File: src/rtl/soc_glip_tx_framer.sv
`default_nettype none
// +----------------------------------------------------------------------------+
// | soc_glip_tx_framer                                                         |
// | Buffers one debug packet, then emits a length word plus payload to GLIP.   |
// | Optional macro SOC_GLIP_TX_FRAMER_STATS_EN adds pkt_cnt and busy outputs.  |
// | Revision: 1.0                                                              |
// +----------------------------------------------------------------------------+
module soc_glip_tx_framer #(
    parameter int WIDTH       = 16,
    parameter int MAX_PKT_LEN = 12,
    parameter int CNT_W       = 8
) (
    input  logic             clk,
    input  logic             rst,
    input  logic [WIDTH-1:0] in_data,
    input  logic             in_last,
    input  logic             in_valid,
    output logic             in_ready,
    output logic [WIDTH-1:0] glip_data,
    output logic             glip_valid,
    input  logic             glip_ready,
    output logic             err_oversize,
    output logic [CNT_W-1:0] drop_cnt
`ifdef SOC_GLIP_TX_FRAMER_STATS_EN
    ,
    output logic [CNT_W-1:0] pkt_cnt,
    output logic             busy
`endif
);

    localparam int PTR_W = $clog2(MAX_PKT_LEN + 1);

    typedef enum logic [2:0] {
        S_IDLE      = 3'd0,
        S_FILL      = 3'd1,
        S_DROP      = 3'd2,
        S_SEND_LEN  = 3'd3,
        S_SEND_DATA = 3'd4
    } state_t;

    state_t             state_q, state_d;
    logic [PTR_W-1:0]   wr_ptr_q, wr_ptr_d;
    logic [PTR_W-1:0]   rd_ptr_q, rd_ptr_d;
    logic               in_ready_q, in_ready_d;
    logic               glip_valid_q, glip_valid_d;
    logic [WIDTH-1:0]   glip_data_q, glip_data_d;
    logic               err_q, err_d;
    logic [CNT_W-1:0]   drop_cnt_q, drop_cnt_d;
    logic [WIDTH-1:0]   mem_q [MAX_PKT_LEN];

    logic               w_in_acc;
    logic               w_out_acc;
    logic               w_mem_we;
    logic [PTR_W-1:0]   w_mem_wa;
    logic [PTR_W-1:0]   w_wr_inc;
    logic [PTR_W-1:0]   w_rd_inc;

`ifdef SOC_GLIP_TX_FRAMER_STATS_EN
    logic [CNT_W-1:0]   pkt_cnt_q, pkt_cnt_d;
`endif

    assign w_in_acc  = in_valid & in_ready_q;
    assign w_out_acc = glip_valid_q & glip_ready;
    assign w_wr_inc  = wr_ptr_q + PTR_W'(1);
    assign w_rd_inc  = rd_ptr_q + PTR_W'(1);

    always_comb begin
        state_d      = state_q;
        wr_ptr_d     = wr_ptr_q;
        rd_ptr_d     = rd_ptr_q;
        in_ready_d   = in_ready_q;
        glip_valid_d = glip_valid_q;
        glip_data_d  = glip_data_q;
        err_d        = 1'b0;
        drop_cnt_d   = drop_cnt_q;
        w_mem_we     = 1'b0;
        w_mem_wa     = '0;
`ifdef SOC_GLIP_TX_FRAMER_STATS_EN
        pkt_cnt_d    = pkt_cnt_q;
`endif
        case (state_q)
            S_IDLE: begin
                in_ready_d = 1'b1;
                if (w_in_acc) begin
                    w_mem_we = 1'b1;
                    w_mem_wa = '0;
                    wr_ptr_d = PTR_W'(1);
                    if (in_last) begin
                        state_d      = S_SEND_LEN;
                        in_ready_d   = 1'b0;
                        glip_valid_d = 1'b1;
                        glip_data_d  = WIDTH'(1);
                    end else begin
                        state_d = S_FILL;
                    end
                end
            end
            S_FILL: begin
                in_ready_d = 1'b1;
                if (w_in_acc) begin
                    if (wr_ptr_q == PTR_W'(MAX_PKT_LEN)) begin
                        // Overflowing word: the packet is already lost.
                        if (in_last) begin
                            err_d      = 1'b1;
                            drop_cnt_d = (drop_cnt_q != {CNT_W{1'b1}}) ? drop_cnt_q + CNT_W'(1) : drop_cnt_q;
                            state_d    = S_IDLE;
                            wr_ptr_d   = '0;
                        end else begin
                            state_d = S_DROP;
                        end
                    end else begin
                        w_mem_we = 1'b1;
                        w_mem_wa = wr_ptr_q;
                        wr_ptr_d = w_wr_inc;
                        if (in_last) begin
                            state_d      = S_SEND_LEN;
                            in_ready_d   = 1'b0;
                            glip_valid_d = 1'b1;
                            glip_data_d  = WIDTH'(w_wr_inc);
                        end
                    end
                end
            end
            S_DROP: begin
                in_ready_d = 1'b1;
                if (w_in_acc && in_last) begin
                    err_d      = 1'b1;
                    drop_cnt_d = (drop_cnt_q != {CNT_W{1'b1}}) ? drop_cnt_q + CNT_W'(1) : drop_cnt_q;
                    state_d    = S_IDLE;
                    wr_ptr_d   = '0;
                end
            end
            S_SEND_LEN: begin
                in_ready_d = 1'b0;
                if (w_out_acc) begin
                    rd_ptr_d    = '0;
                    state_d     = S_SEND_DATA;
                    glip_data_d = mem_q[0];
                end
            end
            S_SEND_DATA: begin
                in_ready_d = 1'b0;
                if (w_out_acc) begin
                    if (rd_ptr_q == wr_ptr_q - PTR_W'(1)) begin
                        state_d      = S_IDLE;
                        wr_ptr_d     = '0;
                        glip_valid_d = 1'b0;
                        glip_data_d  = '0;
                        in_ready_d   = 1'b1;
`ifdef SOC_GLIP_TX_FRAMER_STATS_EN
                        pkt_cnt_d    = (pkt_cnt_q != {CNT_W{1'b1}}) ? pkt_cnt_q + CNT_W'(1) : pkt_cnt_q;
`endif
                    end else begin
                        rd_ptr_d    = w_rd_inc;
                        glip_data_d = mem_q[w_rd_inc];
                    end
                end
            end
            default: begin
                state_d      = S_IDLE;
                wr_ptr_d     = '0;
                in_ready_d   = 1'b0;
                glip_valid_d = 1'b0;
                glip_data_d  = '0;
            end
        endcase
    end

    always_ff @(posedge clk) begin
        if (!rst) begin
            state_q      <= S_IDLE;
            wr_ptr_q     <= '0;
            rd_ptr_q     <= '0;
            in_ready_q   <= 1'b0;
            glip_valid_q <= 1'b0;
            glip_data_q  <= '0;
            err_q        <= 1'b0;
            drop_cnt_q   <= '0;
`ifdef SOC_GLIP_TX_FRAMER_STATS_EN
            pkt_cnt_q    <= '0;
`endif
        end else begin
            state_q      <= state_d;
            wr_ptr_q     <= wr_ptr_d;
            rd_ptr_q     <= rd_ptr_d;
            in_ready_q   <= in_ready_d;
            glip_valid_q <= glip_valid_d;
            glip_data_q  <= glip_data_d;
            err_q        <= err_d;
            drop_cnt_q   <= drop_cnt_d;
`ifdef SOC_GLIP_TX_FRAMER_STATS_EN
            pkt_cnt_q    <= pkt_cnt_d;
`endif
        end
    end

    // Payload storage carries no reset; wr_ptr alone defines what is valid.
    always_ff @(posedge clk) begin
        if (w_mem_we) begin
            mem_q[w_mem_wa] <= in_data;
        end
    end

    assign in_ready     = in_ready_q;
    assign glip_valid   = glip_valid_q;
    assign glip_data    = glip_data_q;
    assign err_oversize = err_q;
    assign drop_cnt     = drop_cnt_q;
`ifdef SOC_GLIP_TX_FRAMER_STATS_EN
    assign pkt_cnt      = pkt_cnt_q;
    assign busy         = (state_q == S_SEND_LEN) || (state_q == S_SEND_DATA);
`endif

endmodule
`default_nettype wire

File: config.mk
export PLATFORM = sky130hd
export DESIGN_NAME = soc_glip_tx_framer
export DESIGN_NICKNAME = d
export VERILOG_FILES = /design/src/rtl/soc_glip_tx_framer.sv
export SDC_FILE = /design/constraint.sdc
export NUM_CORES = 1
export LEC_CHECK = 0
export CORE_MARGIN = 2
export CORE_UTILIZATION = 35
export DETAILED_ROUTE_END_ITERATION = 8
export MAX_ROUTING_LAYER = met4
export PLACE_DENSITY = 0.51
export SLEW_MARGIN = 15
export SYNTH_ARGS = -nofsm -noshare
export SYNTH_HDL_FRONTEND = slang
export SYNTH_SLANG_ARGS = --single-unit
File: constraint.sdc
create_clock -name clk -period 5.3 [get_ports clk]
set_clock_uncertainty 0.1 [all_clocks]
set_input_delay 1.59 -clock clk [delete_from_list [all_inputs] [get_ports clk]]
set_output_delay 1.59 -clock clk [all_outputs]
set_load 0.05 [all_outputs]
==> results.md <==
- Leakage: 3.633 nW
- Gpl congestion: 0.8353
- Max Cap Viol: 0
- Share of cells above drive strength 1: 15.98%
- Area leader, netlist: edfxtp_1
- Peak VDD IR: 208.2 µV
- CTS Hold Bufs: 0
- Vias in the first global route: 6102
- R2R Path End: mem_q[3][13]
- Cts bufs inserted: 27
- RSZ-0062 raised after global routing: no
- Final Max Tran Viols: 0
- Period utilisation layout: 68.87%
- Clk Tree Root Cell: clkbuf_16
- Final instance area: 0.01162 mm²
- Worst-skew pair later-pin latency: 0.53 ns
- CTS clk-pin slew, worst paths: 0.05 ns
- Final Hold Vio Count: 0
- DRC: 0
- Relative slew margins: 24.21%
- Hold Crit Depth: 2
- Post-synth EDFFs: 192
- Initial antenna violation count: 0
- Syn Area/Cell: 14.36 µm²
- R2r setup slk: 1.80 ns
- Main synth FF type: edfxtp_1
- Area Overhead vs Synth: 18.30%
- Status: finished, final reports clean
- DR pass1 iterations: 5
- Kind of critical path: in -> reg
- Most frequent cells in the layout: edfxtp_1, nand3_1, mux2i_1
- TritonCTS clock tree: done
- Routed Antenna Nets: 0
- First-pass GRT wire length: 36.54 mm
- Final WL: 23.92 mm
- Worst path required time: 5.35 ns
- Post-Synthesis Cell Area: 0.009819 mm²
- Clk sinks: 230
- Gr busiest metal: met2
- Crit end category: flip-flop
- Final HPWL DP: 15.37 mm
- GRT met1 Usage: 24.37%
- Top-level port count: 48
- YS warnings: 0
- GRT overflow: 0
- FF-to-FF path depth: 6
- Clk buf depth: 3
- Gr usage total: 16.88%
- GR Layer Usage met3: 2.531%
- Setup TNS: 0 ns
- Vias post-DR: 6086
- Pwr dens: 334.7 mW/mm²
- Final nets: 755
- Fin util: 41.93%
- Worst Tran Pin Value: 1.136 ns
- Synth cell types: 57
- Async SR Flop Fraction: 0%
- Die width: 171.5 µm
- Initial core utilization: 35.44%
- Starting DRT DRC Count: 634
- FP Rows: 61
- Worst Hold Launch: drop_cnt[7]
- Post-cts repair resize count: 0
- Largest net degree at the start of global routing: 65
- Avg WL per Cell: 21.19 µm
- Core Box Area: 0.02771 mm²
- Final setup vio count: 0
- Die height: 171.5 µm
- Port Buffers: 47
- Yosys reg bits: 230
- Area fraction of the dominant cell type after synthesis: 58.72%
- Final min period: 3.650 ns
- WP data arrival: 3.70 ns
- Critical Path Source: in_valid
- Hold crit path type: reg -> reg
- Sequential share of the synthesized area: 66.46%
- Via-to-Cell Ratio: 5.391
- Die area: 0.02941 mm²
- Antenna cells: 0
- Ranking of synthesized cells by area: edfxtp_1, dfxtp_1, mux2i_1, mux4_2, nand3_1
- Crit-path max FO: 16
- Mapped Cells: 684
- CTS H-tree depth: 1
- Syn_nets: 709
- Number of fill cells: 2525
- Hold Crit Endpoint: drop_cnt[7]
- Post-CTS Setup Bufs: 0
- R2r startpoint: wr_ptr_q[0]
- Most common cell after layout, fill and taps aside: edfxtp_1
- F_max: 0.2740 GHz
- Dpl cell area: 0.01078 mm²
- Tot Pwr: 3.888 mW
- Met2 Usage GRT: 25.30%
- Startpoint Class: input pin
- Min Hold Slack: 0.3908 ns
per-stage QoR:
| stage | std cells | setup WS [ns] |
|---|---|---|
| floorplan | 684 | 1.121 |
| global placement | 1079 | 1.173 |
| detailed placement | 1079 | 1.089 |
| CTS | 1129 | 1.637 |
| global route | 1129 | 1.507 |
| finish | 1129 | 1.650 |
worst max-delay path, stage by stage:
cell and delay [ns]:
clkdlybuf4s50_1 0.50, and2_0 0.31, nand3_1 0.42, nor2_2 0.88
logic make-up (layout without fill, tap and decap cells):
kind of cell	after synthesis	count (layout)	synth area share, %
adder cells (fa/ha/maj)	4	4	0.5097
XOR/XNOR	12	12	1.210
multiplexers	82	82	10.91
AND/OR/NAND/NOR	202	202	10.84
AO/OA/AOI/OAI	98	98	7.633
buffers and inverters	56	123	2.434
flip-flops	230	230	66.46
cells in the mapped netlist, types with 17 or more instances:
| master | n |
|---|---|
| nor2_1 | 30 |
| clkbuf_1 | 26 |
| mux2i_1 | 62 |
| nand2_1 | 22 |
| dfxtp_1 | 38 |
| mux4_2 | 20 |
| nand3_1 | 76 |
| edfxtp_1 | 192 |
| buf_2 | 17 |
| and2_1 | 17 |
| nand4_1 | 18 |
sequential cells by signal, indices dropped and copies added (netlist names):
name,count
drop_cnt,8
wr_ptr_q,4
state_q,3
mem_q,192
in_ready,1
err_oversize,1
rd_ptr_q,4
glip_data,16
glip_valid,1
worst max-delay path by stage:
stage | to | slack (ns) | cells past startpoint
2_1_floorplan | mem_q[6][0] | 1.12 | 3
3_3_place_gp | mem_q[11][10] | 1.17 | 4
3_5_place_dp | mem_q[3][10] | 1.09 | 4
4_1_cts | mem_q[3][15] | 1.64 | 4
5_1_grt | mem_q[11][14] | 1.51 | 4
6_report | mem_q[3][13] | 1.65 | 4
layout make-up:
class	count	area (µm²)	share of cell area (%)
inverters	9	33.78	0.2908
clock inverters	16	127.6	1.099
repair buffers	64	598.1	5.149
well taps	378	473.0	4.072
flip-flops and latches	230	6528	56.19
multi-input cells	398	3144	27.07
clock buffers	34	711.9	6.129
where the power goes:
group	internal [mW]	switching, mW	total, mW
Sequential	1.97	0.0227	1.99
Combinational	0.0504	0.102	0.152
Clock	1.01	0.732	1.74
Total	3.03	0.857	3.89
per-layer routing:
| layer | routed length, µm | share of wire, % |
|---|---|---|
| met1 | 11620 | 49 |
| met2 | 10720 | 45 |
| met3 | 1091 | 4.6 |
| met4 | 495 | 2.1 |
| met5 | 0 | 0 |
Power figures use the tool's default switching activity.
